**config.mk**
```make
export PLATFORM = sky130hd
export DESIGN_NAME = nibbler_sequencer
export DESIGN_NICKNAME = d
export VERILOG_FILES = /design/src/rtl/nibbler_pkg.sv /design/src/rtl/nibbler_pc.sv /design/src/rtl/nibbler_sequencer.sv
export SDC_FILE = /design/constraint.sdc
export NUM_CORES = 1
export LEC_CHECK = 0
export ABC_AREA = 1
export BUFFER_PORTS_ARGS = -buffer_cell sky130_fd_sc_hd__buf_4
export CAP_MARGIN = 10
export CORE_AREA = 2 2 66 68
export CTS_CLUSTER_DIAMETER = 40
export DETAILED_ROUTE_END_ITERATION = 8
export DIE_AREA = 0 0 68 70
export HOLD_SLACK_MARGIN = 0.12
export PLACE_DENSITY = 0.77
export SYNTH_ARGS = -nofsm -noshare
export SYNTH_HDL_FRONTEND = slang
export SYNTH_SLANG_ARGS = --single-unit
```
**constraint.sdc**
```tcl
create_clock -name clk -period 1.89 [get_ports clk]
set_input_delay 0.0945 -clock clk [delete_from_list [all_inputs] [get_ports clk]]
set_output_delay 0.0945 -clock clk [all_outputs]
set_load 0.005 [all_outputs]
```
**src/rtl/nibbler_pkg.sv**
```systemverilog
// Shared types and decode helpers for the nibble processor sequencer.
package nibbler_pkg;

    typedef enum logic [3:0] {
        OP_JC   = 4'h0,
        OP_JNC  = 4'h1,
        OP_CMPI = 4'h2,
        OP_CMPM = 4'h3,
        OP_LIT  = 4'h4,
        OP_IN   = 4'h5,
        OP_LD   = 4'h6,
        OP_ST   = 4'h7,
        OP_JZ   = 4'h8,
        OP_JNZ  = 4'h9,
        OP_ADDI = 4'hA,
        OP_ADDM = 4'hB,
        OP_JMP  = 4'hC,
        OP_OUT  = 4'hD,
        OP_NORI = 4'hE,
        OP_NORM = 4'hF
    } opcode_t;

    typedef enum logic [1:0] {
        IDLE  = 2'd0,
        FETCH = 2'd1,
        EXEC  = 2'd2
    } seq_state_t;

    typedef enum logic [1:0] {
        PC_HOLD = 2'd0,
        PC_INC  = 2'd1,
        PC_LOAD = 2'd2
    } pc_sel_t;

    localparam int CTRL_INC_PC    = 15;
    localparam int CTRL_LOAD_PC_N = 14;

    // Opcodes whose execute cycle latches the ALU carry/zero into the flags.
    function automatic logic alu_flag_ops(input logic [3:0] op);
        logic hit;
        case (opcode_t'(op))
            OP_CMPI, OP_CMPM, OP_ADDI, OP_ADDM, OP_NORI, OP_NORM: hit = 1'b1;
            default:                                              hit = 1'b0;
        endcase
        return hit;
    endfunction

endpackage

```
**src/rtl/nibbler_pc.sv**
```systemverilog
// Program counter register with hold / increment / load select.
module nibbler_pc
    import nibbler_pkg::*;
#(
    parameter int PC_W = 12
) (
    input  logic            clk,
    input  logic            reset_n,
    input  pc_sel_t         sel,
    input  logic [PC_W-1:0] load_val,
    output logic [PC_W-1:0] pc,
    output logic [PC_W-1:0] pc_next
);

    localparam logic [PC_W-1:0] PC_ONE = {{(PC_W-1){1'b0}}, 1'b1};

    logic [PC_W-1:0] pc_r;
    logic [PC_W-1:0] pc_next_s;

    // Next-pc select; increment wraps naturally at the address width.
    always_comb begin
        pc_next_s = pc_r;
        case (sel)
            PC_HOLD: pc_next_s = pc_r;
            PC_INC:  pc_next_s = pc_r + PC_ONE;
            PC_LOAD: pc_next_s = load_val;
            default: pc_next_s = pc_r;
        endcase
    end

    // PC storage.
    always_ff @(posedge clk or negedge reset_n) begin
        if (!reset_n) begin
            pc_r <= {PC_W{1'b0}};
        end else begin
            pc_r <= pc_next_s;
        end
    end

    assign pc      = pc_r;
    assign pc_next = pc_next_s;

endmodule

```
**src/rtl/nibbler_sequencer.sv**
```systemverilog
// Fetch/execute sequencer: FSM, instruction register and C/Z flags.
// Optional breakpoint logic is enabled by defining NIBBLER_SEQ_BREAKPOINT_EN.
module nibbler_sequencer
    import nibbler_pkg::*;
#(
    parameter int PC_W    = 12,
    parameter int INSTR_W = 8,
    parameter int CTRL_W  = 16
) (
    input  logic               clk,
    input  logic               reset_n,
    input  logic               run,
    input  logic               step,
    input  logic [INSTR_W-1:0] prog_byte,
    output logic [PC_W-1:0]    pc,
    output logic [6:0]         ctrl_addr,
    input  logic [CTRL_W-1:0]  ctrl_word,
    input  logic               alu_c,
    input  logic               alu_z,
    output logic [3:0]         operand,
    output logic [PC_W-1:0]    mem_addr,
    output logic               phase,
    output logic               halted
`ifdef NIBBLER_SEQ_BREAKPOINT_EN
    ,
    input  logic               bp_en,
    input  logic [PC_W-1:0]    bp_addr,
    output logic               bp_hit
`endif
);

    seq_state_t         state_r;
    seq_state_t         next_state_s;
    logic [INSTR_W-1:0] ir_r;
    logic               c_flag_r;
    logic               z_flag_r;
    pc_sel_t            pc_sel_s;
    logic               flag_wr_s;
    logic               bp_stop_s;
    logic [PC_W-1:0]    pc_s;
    logic [PC_W-1:0]    pc_next_s;
    logic [PC_W-1:0]    mem_addr_s;
    logic               unused_ctrl_s;

    assign mem_addr_s    = PC_W'({ir_r[3:0], prog_byte});
    assign unused_ctrl_s = ^ctrl_word;

    nibbler_pc #(
        .PC_W (PC_W)
    ) u_pc (
        .clk      (clk),
        .reset_n  (reset_n),
        .sel      (pc_sel_s),
        .load_val (mem_addr_s),
        .pc       (pc_s),
        .pc_next  (pc_next_s)
    );

`ifdef NIBBLER_SEQ_BREAKPOINT_EN
    logic bp_hit_r;

    assign bp_stop_s = (state_r == EXEC) && bp_en && (pc_next_s == bp_addr);

    // Sticky breakpoint indication, cleared when execution resumes.
    always_ff @(posedge clk or negedge reset_n) begin
        if (!reset_n) begin
            bp_hit_r <= 1'b0;
        end else if ((state_r == IDLE) && (next_state_s == FETCH)) begin
            bp_hit_r <= 1'b0;
        end else if (bp_stop_s) begin
            bp_hit_r <= 1'b1;
        end else begin
            bp_hit_r <= bp_hit_r;
        end
    end

    assign bp_hit = bp_hit_r;
`else
    assign bp_stop_s = 1'b0;
`endif

    // State register.
    always_ff @(posedge clk or negedge reset_n) begin
        if (!reset_n) begin
            state_r <= IDLE;
        end else begin
            state_r <= next_state_s;
        end
    end

    // Next-state logic; step only matters while idle.
    always_comb begin
        next_state_s = state_r;
        case (state_r)
            IDLE: begin
                if (run || step) begin
                    next_state_s = FETCH;
                end else begin
                    next_state_s = IDLE;
                end
            end
            FETCH: next_state_s = EXEC;
            EXEC: begin
                if (run && !bp_stop_s) begin
                    next_state_s = FETCH;
                end else begin
                    next_state_s = IDLE;
                end
            end
            default: next_state_s = IDLE;
        endcase
    end

    // Per-state outputs and PC/flag controls; LOAD_PC_N low outranks INC_PC.
    always_comb begin
        pc_sel_s  = PC_HOLD;
        flag_wr_s = 1'b0;
        phase     = 1'b0;
        halted    = 1'b0;
        case (state_r)
            IDLE: begin
                halted = 1'b1;
            end
            FETCH: begin
                pc_sel_s = PC_INC;
            end
            EXEC: begin
                phase     = 1'b1;
                flag_wr_s = alu_flag_ops(ir_r[INSTR_W-1:INSTR_W-4]);
                if (!ctrl_word[CTRL_LOAD_PC_N]) begin
                    pc_sel_s = PC_LOAD;
                end else if (ctrl_word[CTRL_INC_PC]) begin
                    pc_sel_s = PC_INC;
                end else begin
                    pc_sel_s = PC_HOLD;
                end
            end
            default: begin
                halted = 1'b1;
            end
        endcase
    end

    // Instruction register, loaded at the end of FETCH.
    always_ff @(posedge clk or negedge reset_n) begin
        if (!reset_n) begin
            ir_r <= {INSTR_W{1'b0}};
        end else if (state_r == FETCH) begin
            ir_r <= prog_byte;
        end else begin
            ir_r <= ir_r;
        end
    end

    // Carry/zero flags, written only by ALU-flag opcodes at the end of EXEC.
    always_ff @(posedge clk or negedge reset_n) begin
        if (!reset_n) begin
            c_flag_r <= 1'b0;
            z_flag_r <= 1'b0;
        end else if (flag_wr_s) begin
            c_flag_r <= alu_c;
            z_flag_r <= alu_z;
        end else begin
            c_flag_r <= c_flag_r;
            z_flag_r <= z_flag_r;
        end
    end

    assign pc        = pc_s;
    assign ctrl_addr = {ir_r[INSTR_W-1:INSTR_W-4], ~c_flag_r, ~z_flag_r, phase};
    assign operand   = ir_r[3:0];
    assign mem_addr  = mem_addr_s;

endmodule

```
==> run_results.csv <==
group,metric,value,unit
worst_hold_path,whs_path_depth,3,
timing,setup_violations,0,
finish,layout-area-overhead-vs-synth,38.7,%
placed_design,dp_slack,64.4,ps
finish,final_common_cell,"buf_4",
clock_tree,h-tree-depth,1,
synthesis,netlist_instances,191,
synthesis,synth_largest_area_cell,"dfrtp_1",
timing,timing.final.hold_violations,0,
die,start_util,0.354,
worst_setup_path,r2r_start,"state_r[0]$_DFF_PN0_",
clock_tree,cts_tree,"built",
timing,rsz0062_at_grt,"no",
finish,mostFrequentLayoutCells,"buf_4, nand2_1, dfrtp_1",
route,wirelength,3450,microns
worst_setup_path,cp.arrival,1890,ps
timing,drv_slew,0,
worst_setup_path,end_kind,"register",
clock_tree,path_clk_slew,80,ps
worst_setup_path,reg2reg_slack,170,ps
clock_tree,clockRootBuffer,"clkbuf_8",
outcome,status,"completed",
route,first_pass_iters,5,
placed_design,place_inst,282,
die,die_w,68,microns
power_and_ir_drop,p_leak,1.03,nW
synthesis,ys_types,26,
timing,finalClockSkew,3.47,ps
placed_design,port_buffers,52,
timing,worst_pin_slew,328,ps
power_and_ir_drop,irDropWorstVdd,0.782,mV
grt,grt_max_degree,25,
finish,final_cells,298,
finish,antenna_cells,0,
die,die_y,70,microns
die,pin_count,67,
synthesis,synth_warnings,0,
clock_tree,postCtsSetupBuffers,0,
grt,antenna_found_initial,0,
die,core,0.00414,sq mm
placed_design,place_congestion,0.803,
grt,grt_overflow,0,
worst_hold_path,hold_class,"in -> reg",
route,drc,0,
worst_setup_path,cp-start-kind,"register",
grt,grt_pass1_wl,5720,microns
worst_setup_path,crit_type,"reg -> reg",
worst_setup_path,r2r-end,"u_pc.pc[4]$_DFFE_PN0P_",
grt,grt_pass1_vias,1290,
synthesis,ys_seq_area_frac,0.409,
clock_tree,cts_buffers,3,
flow_run,drv_cap,0,
worst_setup_path,crit_required,2050,ps
worst_hold_path,min_from,"run",
clock_tree,clockBufferDepth,2,
timing,fin_crit_sh,0.911,
power_and_ir_drop,power,0.00313,W
finish,drive_above_1_share,0.309,
placed_design,placedInstanceArea,0.00184,sq mm
clock_tree,insertion_delay,270,ps
synthesis,synthTopCellsByArea,"dfrtp_1, nand2_1, buf_4",
timing,setup_slack,167,ps
synthesis,syn_avg_cell_area,7.68,sq um
timing,relSlewSlack,0.780,
finish,finalNetCount,283,
worst_setup_path,reg2reg_depth,10,
synthesis,netlist.area_leader.share,0.409,
route,via_per_inst,4.72,
route,vias,1408,
finish,fillers,417,
clock_tree,clock_sinks,24,
die,num_rows,24,
timing,setup-tns-final,0,ps
synthesis,synth_area,0.00147,sq mm
timing,fin_crit,1720,ps
synthesis,synth_nets,227,
worst_setup_path,critical_path.max_fanout,6,
synthesis,synth_seq_cells,24,
route,wire_per_inst,11.6,microns
die,die_area,0.00476,sq mm
grt,grt_use_total,0.154,
power_and_ir_drop,p_per_area,1540,mW/mm^2
finish,fin_area,0.00204,sq mm
timing,fmax,580,MHz
worst_hold_path,hold_path_end,"state_r[0]$_DFF_PN0_",
route,detail-route-antenna-nets,0,
placed_design,dp_hpwl,2600,microns
route,drt_iter0_markers,86,
cell families (layout without fill, tap and decap cells):
kind of cell | Yosys count | count (layout) | synth area share
buf+inv | 43 | 98 | 0.147
simple gates | 86 | 86 | 0.265
fa+ha+maj | 6 | 6 | 0.0511
flops | 24 | 24 | 0.409
mux | 3 | 3 | 0.0230
compound gates | 29 | 29 | 0.105
cell type report:
cell class                      count  area [sq um]  share of cell area
Clock buffer                        4          55.1              0.0270
Inverter                           25           100              0.0492
Multi-Input combinational cell    124           672               0.330
Sequential cell                    24           601               0.295
Tap cell                           52          65.1              0.0320
Timing Repair Buffer               68           538               0.264
Timing Repair inverter              1          5.00             0.00246
worst max-delay path: stages (launching register included):
cell	delay, ps
dfrtp_1	410
inv_1	90
ha_1	170
inv_1	50
nor2_1	130
o21ai_2	80
ha_4	300
buf_4	150
a21oi_1	40
o21ai_0	160
inv_1	50
timing repair:
| action | 4_1_cts | 5_1_grt |
|---|---|---|
| endpoints found under the setup margin | 0 | 7 |
| gates resized for setup | 0 | 7 |
| hold buffers | 11 | 0 |
| endpoints found under the hold margin | 35 | 0 |
worst max path at each step:
stage	startpoint	end	slack, ps	depth (start not counted)
3_5_place_dp	state_r[0]$_DFF_PN0_	u_pc.pc[4]$_DFFE_PN0P_	60	11
3_3_place_gp	state_r[0]$_DFF_PN0_	u_pc.pc[4]$_DFFE_PN0P_	100	11
5_1_grt	state_r[0]$_DFF_PN0_	u_pc.pc[4]$_DFFE_PN0P_	60	11
6_report	state_r[0]$_DFF_PN0_	u_pc.pc[4]$_DFFE_PN0P_	170	10
2_1_floorplan	state_r[1]$_DFF_PN0_	u_pc.pc[2]$_DFFE_PN0P_	6	10
4_1_cts	state_r[0]$_DFF_PN0_	u_pc.pc[4]$_DFFE_PN0P_	50	11
power by group:
| group | internal [W] | switching (W) | leakage [nW] | total, W |
|---|---|---|---|---|
| Clock | 0.000186 | 0.000161 | 0.0288 | 0.000347 |
| Sequential | 0.000766 | 0.000250 | 0.288 | 0.00102 |
| Combinational | 0.000886 | 0.000883 | 0.712 | 0.00177 |
Yosys cell counts, drive strengths merged:
master and count:
nor2 17, o22ai 1, or2 1, nand4 3
clkinv 1, dfrtp 24, mux2 3, inv 24
o21bai 1, o211ai 1, nand2 50, a21oi 12
a22oi 1, nand3b 3, buf 17, o21ai 13
clkbuf 1, nor3 1, ha 6, nand3 11
registers in the layout, summed over array words and instances (netlist names):
signal	cells
u_pc.pc	12
ir_r	8
state_r	2
c_flag_r	1
z_flag_r	1
routing by layer:
metal  share of wire  up-vias  global-route usage
met4          0.0081        0              0.0378
li1                -      707                   -
met5               0        -                   0
met3           0.052        5              0.0354
met1            0.44      659               0.201
met2            0.49       37               0.254
stage by stage:
| step | utilization | hold WS (ps) |
|---|---|---|
| after floorplan | - | -201 |
| after global placement | 0.444 | 16.2 |
| after detailed placement | 0.444 | 14.6 |
| after CTS | 0.484 | 135 |
| after global routing | 0.491 | 152 |
| final | 0.491 | 140 |
Power figures use the tool's default switching activity.
